`src/rtl/hazard_pkg.sv`:
```
// Shared types and constants for the hazard scoreboard and its match helper.
package hazard_pkg;

    // Width of the register index held in a scoreboard entry. Narrower
    // register indices are zero-extended into it, so REG_W must not exceed it.
    localparam int SB_REG_W = 8;

    // Forward-select value meaning "read the register file".
    localparam int FWD_RF = 0;

    // Default first stage index at which a result can be forwarded.
    localparam int ALU_STAGE_D  = 1;
    localparam int LOAD_STAGE_D = 2;

    // One in-flight register write, tracked per post-decode stage.
    typedef struct packed {
        logic                valid;
        logic [SB_REG_W-1:0] wreg;
        logic                is_load;
    } sb_entry_t;

endpackage

```
`src/rtl/hazard_match.sv`:
```
// Youngest-match priority search of one source operand against the scoreboard.
// Stage 0 is the youngest entry; the lowest matching stage index wins.
module hazard_match #(
    parameter int REG_W = 5,
    parameter int DEPTH = 3,
    parameter int K_W   = $clog2(DEPTH + 1)
) (
    input  logic                        use_i,
    input  logic [REG_W-1:0]            src_i,
    input  logic [DEPTH-1:0]            sb_valid_i,
    input  logic [DEPTH-1:0][REG_W-1:0] sb_wreg_i,
    input  logic [DEPTH-1:0]            sb_load_i,
    output logic                        hit_o,
    output logic [K_W-1:0]              k_o,
    output logic                        is_load_o
);

    // Scan oldest to youngest so that a younger match overrides an older one.
    always_comb begin
        hit_o     = 1'b0;
        k_o       = '0;
        is_load_o = 1'b0;
        for (int k = DEPTH - 1; k >= 0; k--) begin
            if (use_i && (src_i != '0) && sb_valid_i[k] && (sb_wreg_i[k] == src_i)) begin
                hit_o     = 1'b1;
                k_o       = K_W'(k);
                is_load_o = sb_load_i[k];
            end
        end
    end

endmodule

```
`src/rtl/hazard_scoreboard.sv`:
```
// Pipeline hazard scoreboard: tracks in-flight register writes over DEPTH
// post-decode stages and, per decode-stage operand, decides stall or forward.
// Also squashes IF/ID on a taken branch/jump and counts stall cycles.
//
// Handshake: there is no valid/ready pair here. id_valid qualifies the decode
// instruction; stall tells the pipeline to hold PC and IF/ID and to bubble
// ID/EX in the same cycle; freeze holds every register in this block.
module hazard_scoreboard
    import hazard_pkg::*;
#(
    parameter int REG_W      = 5,
    parameter int DEPTH      = 3,
    parameter int ALU_STAGE  = ALU_STAGE_D,
    parameter int LOAD_STAGE = LOAD_STAGE_D,
    parameter int FORWARD    = 1,
    parameter int CNT_W      = 32,
    parameter int FWD_W      = $clog2(DEPTH + 1)
) (
    input  logic             CLK,
    input  logic             RST,
    input  logic             id_valid,
    input  logic [REG_W-1:0] id_rs,
    input  logic [REG_W-1:0] id_rt,
    input  logic             id_rs_use,
    input  logic             id_rt_use,
    input  logic [REG_W-1:0] id_wreg,
    input  logic             id_wen,
    input  logic             id_is_load,
    input  logic             id_branch_taken,
    input  logic             id_jump,
    input  logic             freeze,
    output logic             stall,
    output logic             flush,
    output logic [FWD_W-1:0] fwd_a,
    output logic [FWD_W-1:0] fwd_b,
    output logic [CNT_W-1:0] stall_count
);

    localparam logic [FWD_W-1:0] ALU_K  = FWD_W'(ALU_STAGE);
    localparam logic [FWD_W-1:0] LOAD_K = FWD_W'(LOAD_STAGE);
    localparam logic [FWD_W-1:0] RF_K   = FWD_W'(FWD_RF);
    localparam logic [CNT_W-1:0] CNT_MAX = {CNT_W{1'b1}};

    sb_entry_t sb_q [DEPTH];
    sb_entry_t sb_d [DEPTH];
    logic [CNT_W-1:0] cnt_q, cnt_d;

    logic [DEPTH-1:0]               sb_valid;
    logic [DEPTH-1:0]               sb_load;
    logic [DEPTH-1:0][SB_REG_W-1:0] sb_wreg;

    logic             hit_a, hit_b;
    logic             load_a, load_b;
    logic [FWD_W-1:0] k_a, k_b;
    logic             stall_a, stall_b;
    logic             stall_int;

    // A match is a hazard when forwarding is off or the producer's result is
    // not yet available at the stage it currently occupies.
    function automatic logic needs_stall(input logic hit, input logic ld,
                                         input logic [FWD_W-1:0] k);
        if (!hit) begin
            return 1'b0;
        end
        if (FORWARD == 0) begin
            return 1'b1;
        end
        return ld ? (k < LOAD_K) : (k < ALU_K);
    endfunction

    // Flatten the entry array into the packed vectors the match search reads.
    always_comb begin
        for (int k = 0; k < DEPTH; k++) begin
            sb_valid[k] = sb_q[k].valid;
            sb_wreg[k]  = sb_q[k].wreg;
            sb_load[k]  = sb_q[k].is_load;
        end
    end

    hazard_match #(
        .REG_W (SB_REG_W),
        .DEPTH (DEPTH),
        .K_W   (FWD_W)
    ) u_match_a (
        .use_i      (id_rs_use),
        .src_i      (SB_REG_W'(id_rs)),
        .sb_valid_i (sb_valid),
        .sb_wreg_i  (sb_wreg),
        .sb_load_i  (sb_load),
        .hit_o      (hit_a),
        .k_o        (k_a),
        .is_load_o  (load_a)
    );

    hazard_match #(
        .REG_W (SB_REG_W),
        .DEPTH (DEPTH),
        .K_W   (FWD_W)
    ) u_match_b (
        .use_i      (id_rt_use),
        .src_i      (SB_REG_W'(id_rt)),
        .sb_valid_i (sb_valid),
        .sb_wreg_i  (sb_wreg),
        .sb_load_i  (sb_load),
        .hit_o      (hit_b),
        .k_o        (k_b),
        .is_load_o  (load_b)
    );

    // Stall/forward/flush decision; forward selects are zero while stalling.
    always_comb begin
        stall_a   = needs_stall(hit_a, load_a, k_a);
        stall_b   = needs_stall(hit_b, load_b, k_b);
        stall_int = id_valid && (stall_a || stall_b);
        fwd_a     = RF_K;
        fwd_b     = RF_K;
        if (!stall_int) begin
            if (hit_a && !stall_a) begin
                fwd_a = k_a;
            end
            if (hit_b && !stall_b) begin
                fwd_b = k_b;
            end
        end
        // A stalled branch still has unresolved operands, so it cannot squash.
        flush = id_valid && (id_branch_taken || id_jump) && !stall_int;
        stall = stall_int;
    end

    // Next scoreboard: shift one stage per cycle; a stall shifts in a bubble.
    always_comb begin
        for (int k = 0; k < DEPTH; k++) begin
            sb_d[k] = sb_q[k];
        end
        if (!freeze) begin
            for (int k = DEPTH - 1; k >= 1; k--) begin
                sb_d[k] = sb_q[k-1];
            end
            sb_d[0].valid   = id_valid && id_wen && (id_wreg != '0) && !stall_int;
            sb_d[0].wreg    = SB_REG_W'(id_wreg);
            sb_d[0].is_load = id_is_load;
        end
    end

    // Next stall count: one per unfrozen stall cycle, saturating at all-ones.
    always_comb begin
        cnt_d = cnt_q;
        if (stall_int && !freeze && (cnt_q != CNT_MAX)) begin
            cnt_d = cnt_q + CNT_W'(1);
        end
    end

    // State registers with asynchronous reset.
    always_ff @(posedge CLK or posedge RST) begin
        if (RST) begin
            for (int k = 0; k < DEPTH; k++) begin
                sb_q[k] <= '0;
            end
            cnt_q <= '0;
        end else begin
            for (int k = 0; k < DEPTH; k++) begin
                sb_q[k] <= sb_d[k];
            end
            cnt_q <= cnt_d;
        end
    end

    assign stall_count = cnt_q;

endmodule
```
`config.mk`:
```
export PLATFORM = sky130hd
export DESIGN_NAME = hazard_scoreboard
export DESIGN_NICKNAME = d
export VERILOG_FILES = /design/src/rtl/hazard_pkg.sv /design/src/rtl/hazard_match.sv /design/src/rtl/hazard_scoreboard.sv
export SDC_FILE = /design/constraint.sdc
export NUM_CORES = 1
export LEC_CHECK = 0
export CAP_MARGIN = 40
export CORE_ASPECT_RATIO = 1.4
export CORE_UTILIZATION = 50
export DETAILED_ROUTE_END_ITERATION = 12
export MAX_ROUTING_LAYER = met4
export PLACE_DENSITY = 0.8
export SLEW_MARGIN = 10
export SYNTH_ARGS = -nofsm -noshare
export SYNTH_HDL_FRONTEND = slang
export SYNTH_SLANG_ARGS = --single-unit
export TNS_END_PERCENT = 100
```
`constraint.sdc`:
```
create_clock -name CLK -period 4.1 [get_ports CLK]
set_input_delay 1.025 -clock CLK [delete_from_list [all_inputs] [get_ports CLK]]
set_output_delay 1.025 -clock CLK [all_outputs]
set_load 0.1 [all_outputs]
```
# == Word-level counts from Yosys, hierarchy flattened ==
# Cells that the tools add are included.
# classes
n_lt_le_gt_ge,4
mux,26
n_addsub,1
n_reduce_logical,33
n_eq_ne,7
# ops
op,n
$add 32x1->32 const B,1
$ne 32x32->1 const B,1
$eq 5x5->1,6
$logic_and 1x1->1,24
$mux 2,10
$mux 1,16
$reduce_bool 8->1,2
$reduce_bool 5->1,1
$logic_not 1->1,4
$lt 2x1->1 const B,2
$lt 2x2->1 const B,2
$logic_or 1x1->1,2
# totals
out_inout_bits,38
reg_bits,53
in_bits,25
word_cells,81

# == Logic depth before layout (Yosys ltp) ==
# logic_depth
word_depth,14
ltp_mapped,10
mapped_depth_nobuf,8

# == Modules after synthesis ==
# From an unflattened synthesis, not the netlist that was laid out.
# unflattened
cells_unflattened,313
area_unflattened_um2,3251.9
# by_module_without_submodules
module,seq_area_each_um2,instances,cells_per_inst,area_each_um2
hazard_scoreboard,1326.3,1,217,2546.2
hazard_match,0.0,2,48,352.8

# == Worst setup path before layout ==
# OpenSTA, ideal clock, no wires.
# synth_timing
path_type,input to output
startpoint,input port id_rt[1]
endpoint,output port fwd_b[0]
t_arrival_ns,6.525
n_path_buf,0
cell_stages,4
setup_slack_ns,-3.450
required_time_ns,3.075
path_cell_list,or4_1 -> o21ai_1 -> nor4_1 -> a2111oi_0
# synth_between
elab_chain_cells,14
elab_cells_between_ends,30
cone_classes,order compare (2); eq/ne (3); mux (13); reduce/logical (12)
# synth_lines
item,line_no,text
start: declaration,hazard_scoreboard.sv:23,"input logic [REG_W-1:0] id_rt,"
$reduce_bool 8->1,hazard_match.sv:24,if (use_i && (src_i != '0) && sb_valid_i[k] && (sb_wreg_i[k] == src_i)) begin
$logic_and 1x1->1 (3 in a row),hazard_match.sv:24,
$mux 2 (3 in a row),hazard_match.sv:24,
$lt 2x1->1 / $lt 2x2->1 (equally long branches),hazard_scoreboard.sv:68,return ld ? (k < LOAD_K) : (k < ALU_K);
$mux 1,hazard_scoreboard.sv:68,
$mux 1,hazard_scoreboard.sv:65,if (FORWARD == 0) begin
$logic_not 1->1,hazard_scoreboard.sv:121,if (hit_b && !stall_b) begin
$logic_and 1x1->1,hazard_scoreboard.sv:121,
$mux 2,hazard_scoreboard.sv:121,
$mux 2 (*),hazard_scoreboard.sv:117,if (!stall_int) begin
end: declaration,hazard_scoreboard.sv:35,"output logic [FWD_W-1:0] fwd_b,"
# Every way passes the cells marked *; elsewhere a longest branch is shown, timed or not.

# == Worst setup path after layout ==
# layout_timing
startpoint,input port id_rt[2]
endpoint,output port fwd_a[1]
# layout_between
elab_chain_cells,13
elab_cells_between_ends,27
cone_classes,order compare (2); eq/ne (3); mux (12); reduce/logical (10)
# layout_lines
item,line_no,text
$reduce_bool 8->1,hazard_match.sv:24,
$logic_and 1x1->1 (3 in a row),hazard_match.sv:24,
$mux 2 (3 in a row),hazard_match.sv:24,
$lt 2x1->1 / $lt 2x2->1 (equally long branches),hazard_scoreboard.sv:68,
$mux 1,hazard_scoreboard.sv:68,
$mux 1 (*),hazard_scoreboard.sv:65,
$logic_or 1x1->1 (*),hazard_scoreboard.sv:114,stall_int = id_valid && (stall_a || stall_b);
$logic_and 1x1->1 (*),hazard_scoreboard.sv:114,
$mux 2 (*),hazard_scoreboard.sv:117,
end: declaration,hazard_scoreboard.sv:34,"output logic [FWD_W-1:0] fwd_a,"
# Marks and branches as above.

==> results.md <==
* Status: complete, no violations
* DR WL/cell at 18.39 µm
* Synth cell types at 36
* Final hold vios at 0
* Max_slew headroom at 0.4495
* Number of enable flip-flop cells after synthesis at 0
* Gate Count Post-Synth at about 250
* Crit path DAT at 3.05 ns
* Synth area leaders: dfrtp_1 47%, xnor2_1 11%, xor2_1 8.3%
* Sw Share at 0.2612
* CP required at roughly 3 ns
* Total gr overflow at 0
* Synth Register Bits at 52
* ANT nets after route at 0
* IO Count at 63
* First-pass DRT Iterations at 4
* Largest net degree at the start of global routing at around 40
* Power share of the combinational group at 0.184
* Filler Cell Count at 292
* Compound-gate portion of the synthesized area at 0.02358
* P_leak at 1.881 nW
* Maxcap violations at 0
* Clock latency on the worst-skew pair at 0.31 ns
* Hold Path Class: reg2reg
* Post-DP HPWL at between 5000 and 6000 µm
* WL final at roughly 8000 µm
* Multiplexer share of the synthesized area at 0.07755
* Vias in the first global route at ~2700
* Synth Warn # at 0
* 1st-iter DRT viols at approximately 110
* Hold-fix buffers, CTS at 0
* Leading cell type in the layout, fill and taps excluded: dfrtp_1
* Vert. Die Dim at about 90 µm
* Worst Max-Slew Pin Slew at between 0.8 and 0.9 ns
* Commonest non-fill, non-tap cells in the layout: 52 x dfrtp_1, 47 x clkdlybuf4s50_1, 35 x xnor2_1
* Post-synthesis adder-cell area fraction at 0.004535
* Clock Power Share at 0.335
* Period utilisation layout at 0.9942
* # diodes at 0
* Worst IR Drop VDD at 286.7 µV
* Layout area overhead at 58.78%
* Sequential area share after synthesis at 0.4717
* Largest family of logic cells by synthesized area: simple AND/OR/NAND/NOR gates
* Cell taking the most area after synthesis: dfrtp_1
* Synthesized cell area at 0.002759 mm²
* Critical Path End Type: primary output
* Xor and xnor fraction of the mapped netlist area at 0.1937
* Kind of critical path: in2out
* Horiz. Die Dim at ~65 µm
* Fin. max-slew vios at 0
* Drt drc at 0
* Crit-path max FO at 3
* Root Driver: clkbuf_8
* Syn Nets at between 200 and 300
* Flop pwr share at 0.481
* Row count at 31
* Primary FF master, synth: dfrtp_1
* Initial antenna violation count at 0
* DR vias at between 2000 and 2500
* Hold WS at 0.4921 ns
* Final Net Count at between 300 and 400
* Wire length of the first global-routing pass at 13190 µm
* Power Total at between 1 and 1.5 mW
* Clock transition at path regs at around 0.090 ns
* Setup-failing EPs final at 0
* Share of async-settable or async-resettable flops after synthesis at 1.000
* RSZ-0062 raised after global routing: true
* Port Buffers at 62
* Fin util at 0.8366
* Switching pwr at about 0.32 mW
* Tmin final at about 4.1 ns
* Area of the multi-input gates at between 0.0015 and 0.002 mm²
* Core Area at ~0.0052 mm²
* Final instance area at 0.004380 mm²
* Routability Congestion at around 0.9
* Simple-Gate Fraction of Synth Area at 0.2113
* Worst R2R Path Depth at 11
* Maximum buffer depth of the clock tree at 2
* Clock Skews at approximately 0.0076 ns
* Tot GR Track Use at 0.3045
* # clock sinks at 52
* DP Area at ~0.0042 mm²
* Pwr dens at ~280 mW/mm²
* CP startpoint kind: input pin
* Synth top area share at 0.4717
* Register Area at around 0.0013 mm²
* Share of post-route cells with drive strength above 1 at 0.3091
* Power Internal at 0.8975 mW
* Via/cell ratio at 5.683
* H-tree depth at 2
* Max Clk Rate at about 250 MHz
* Hold Path Depth at 1
* TritonCTS clock tree: yes
* Syn Area/Cell at around 11 µm²
* Initial Util at 0.5269
* Inserted Clock Buffers at 5
* Die ar. at approximately 0.0058 mm²
## flip-flops by register name (all words and copies together) (netlist names)
| name | cells |
|---|---|
| sb_load | 2 |
| stall_count | 32 |
| sb_q | 18 |
## what timing repair did
| item | CTS | global route |
|---|---|---|
| setup buffers | 2 | 2 |
| pin swaps | 10 | 1 |
| gates resized for setup | 36 | 1 |
| setup endpoints to repair | 5 | 4 |
## power by group through the flow
| stage | clock (mW) | combinational (mW) | sequential, mW |
|---|---|---|---|
| CTS | 0.412 | 0.221 | 0.584 |
| detailed placement | 0 | 0.218 | 0.593 |
| finish | 0.407 | 0.224 | 0.584 |
| global placement | 0 | 0.200 | 0.591 |
| floorplan | 0 | 0.111 | 0.605 |
| global route | 0.430 | 0.239 | 0.589 |
## worst max-delay path, stage by stage
cell and delay [ns]:
buf_2 0.11, or4_4 0.52, o21ai_4 0.19, nor4_2 0.07, or2_4 0.25, or2_4 0.23, and2_4 0.16, nor4b_4 0.27
buf_12 0.22
## Yosys cell counts, drive strengths merged (2+ instances only)
cell / number
dfrtp: 52
nor4b: 2
o21ai: 4
nor4: 6
xor2: 26
nand3: 13
or2: 2
nand2: 23
inv: 3
and4: 5
or3: 2
nor3: 13
buf: 4
mux2: 19
nor2: 11
or4: 3
and2: 4
nand4: 12
and3: 4
nand4b: 2
xnor2: 35
## kinds of logic (layout without fill, tap and decap cells)
| kind of cell | Yosys count | count (layout) |
|---|---|---|
| compound gates | 9 | 9 |
| xor+xnor | 61 | 61 |
| fa+ha+maj | 1 | 1 |
| buf+inv | 8 | 128 |
| flops | 52 | 52 |
| mux | 19 | 19 |
| simple gates | 102 | 102 |
## layer usage
metal / track usage / up-vias / wire length [µm]
met5: - / - / 0
met4: 0.1481 / 0 / 333
met3: 0.03934 / 33 / 331
met2: 0.5399 / 98 / 4428
met1: 0.3230 / 1237 / 2963
li1: - / 1121 / -
## through the flow
stage,instances,setup slack [ns],TNS (ns)
floorplan,252,-0.5833,-1.660
global placement,394,-0.2894,-1.072
detailed placement,427,-0.3175,-1.170
CTS,436,-0.01329,-0.01329
global route,438,-0.06492,-0.1296
finish,438,0.02366,0
## path summary, 6_finish.rpt
kind	start	to	slack (ns)
hold reg to reg	stall_count[11]	stall_count[11]	0.49
max in group asynchronous	RST	sb_q[11]	2.61
setup reg to reg	sb_q[12]	stall_count[29]	1.39
hold / removal	stall_count[11]	stall_count[11]	0.49
min in group asynchronous	RST	stall_count[1]	0.98
setup / recovery	id_rt[2]	fwd_a[1]	0.02
## layout make-up
cell class	instances	share of cell area
Timing Repair Buffer	118	0.3091
Multi-Input combinational cell	192	0.3430
Clock inverter	2	0.01371
Inverter	3	0.002571
Tap cell	66	0.01885
Sequential cell	52	0.2971
Clock buffer	5	0.01571
(Power assumes the default switching activity.)
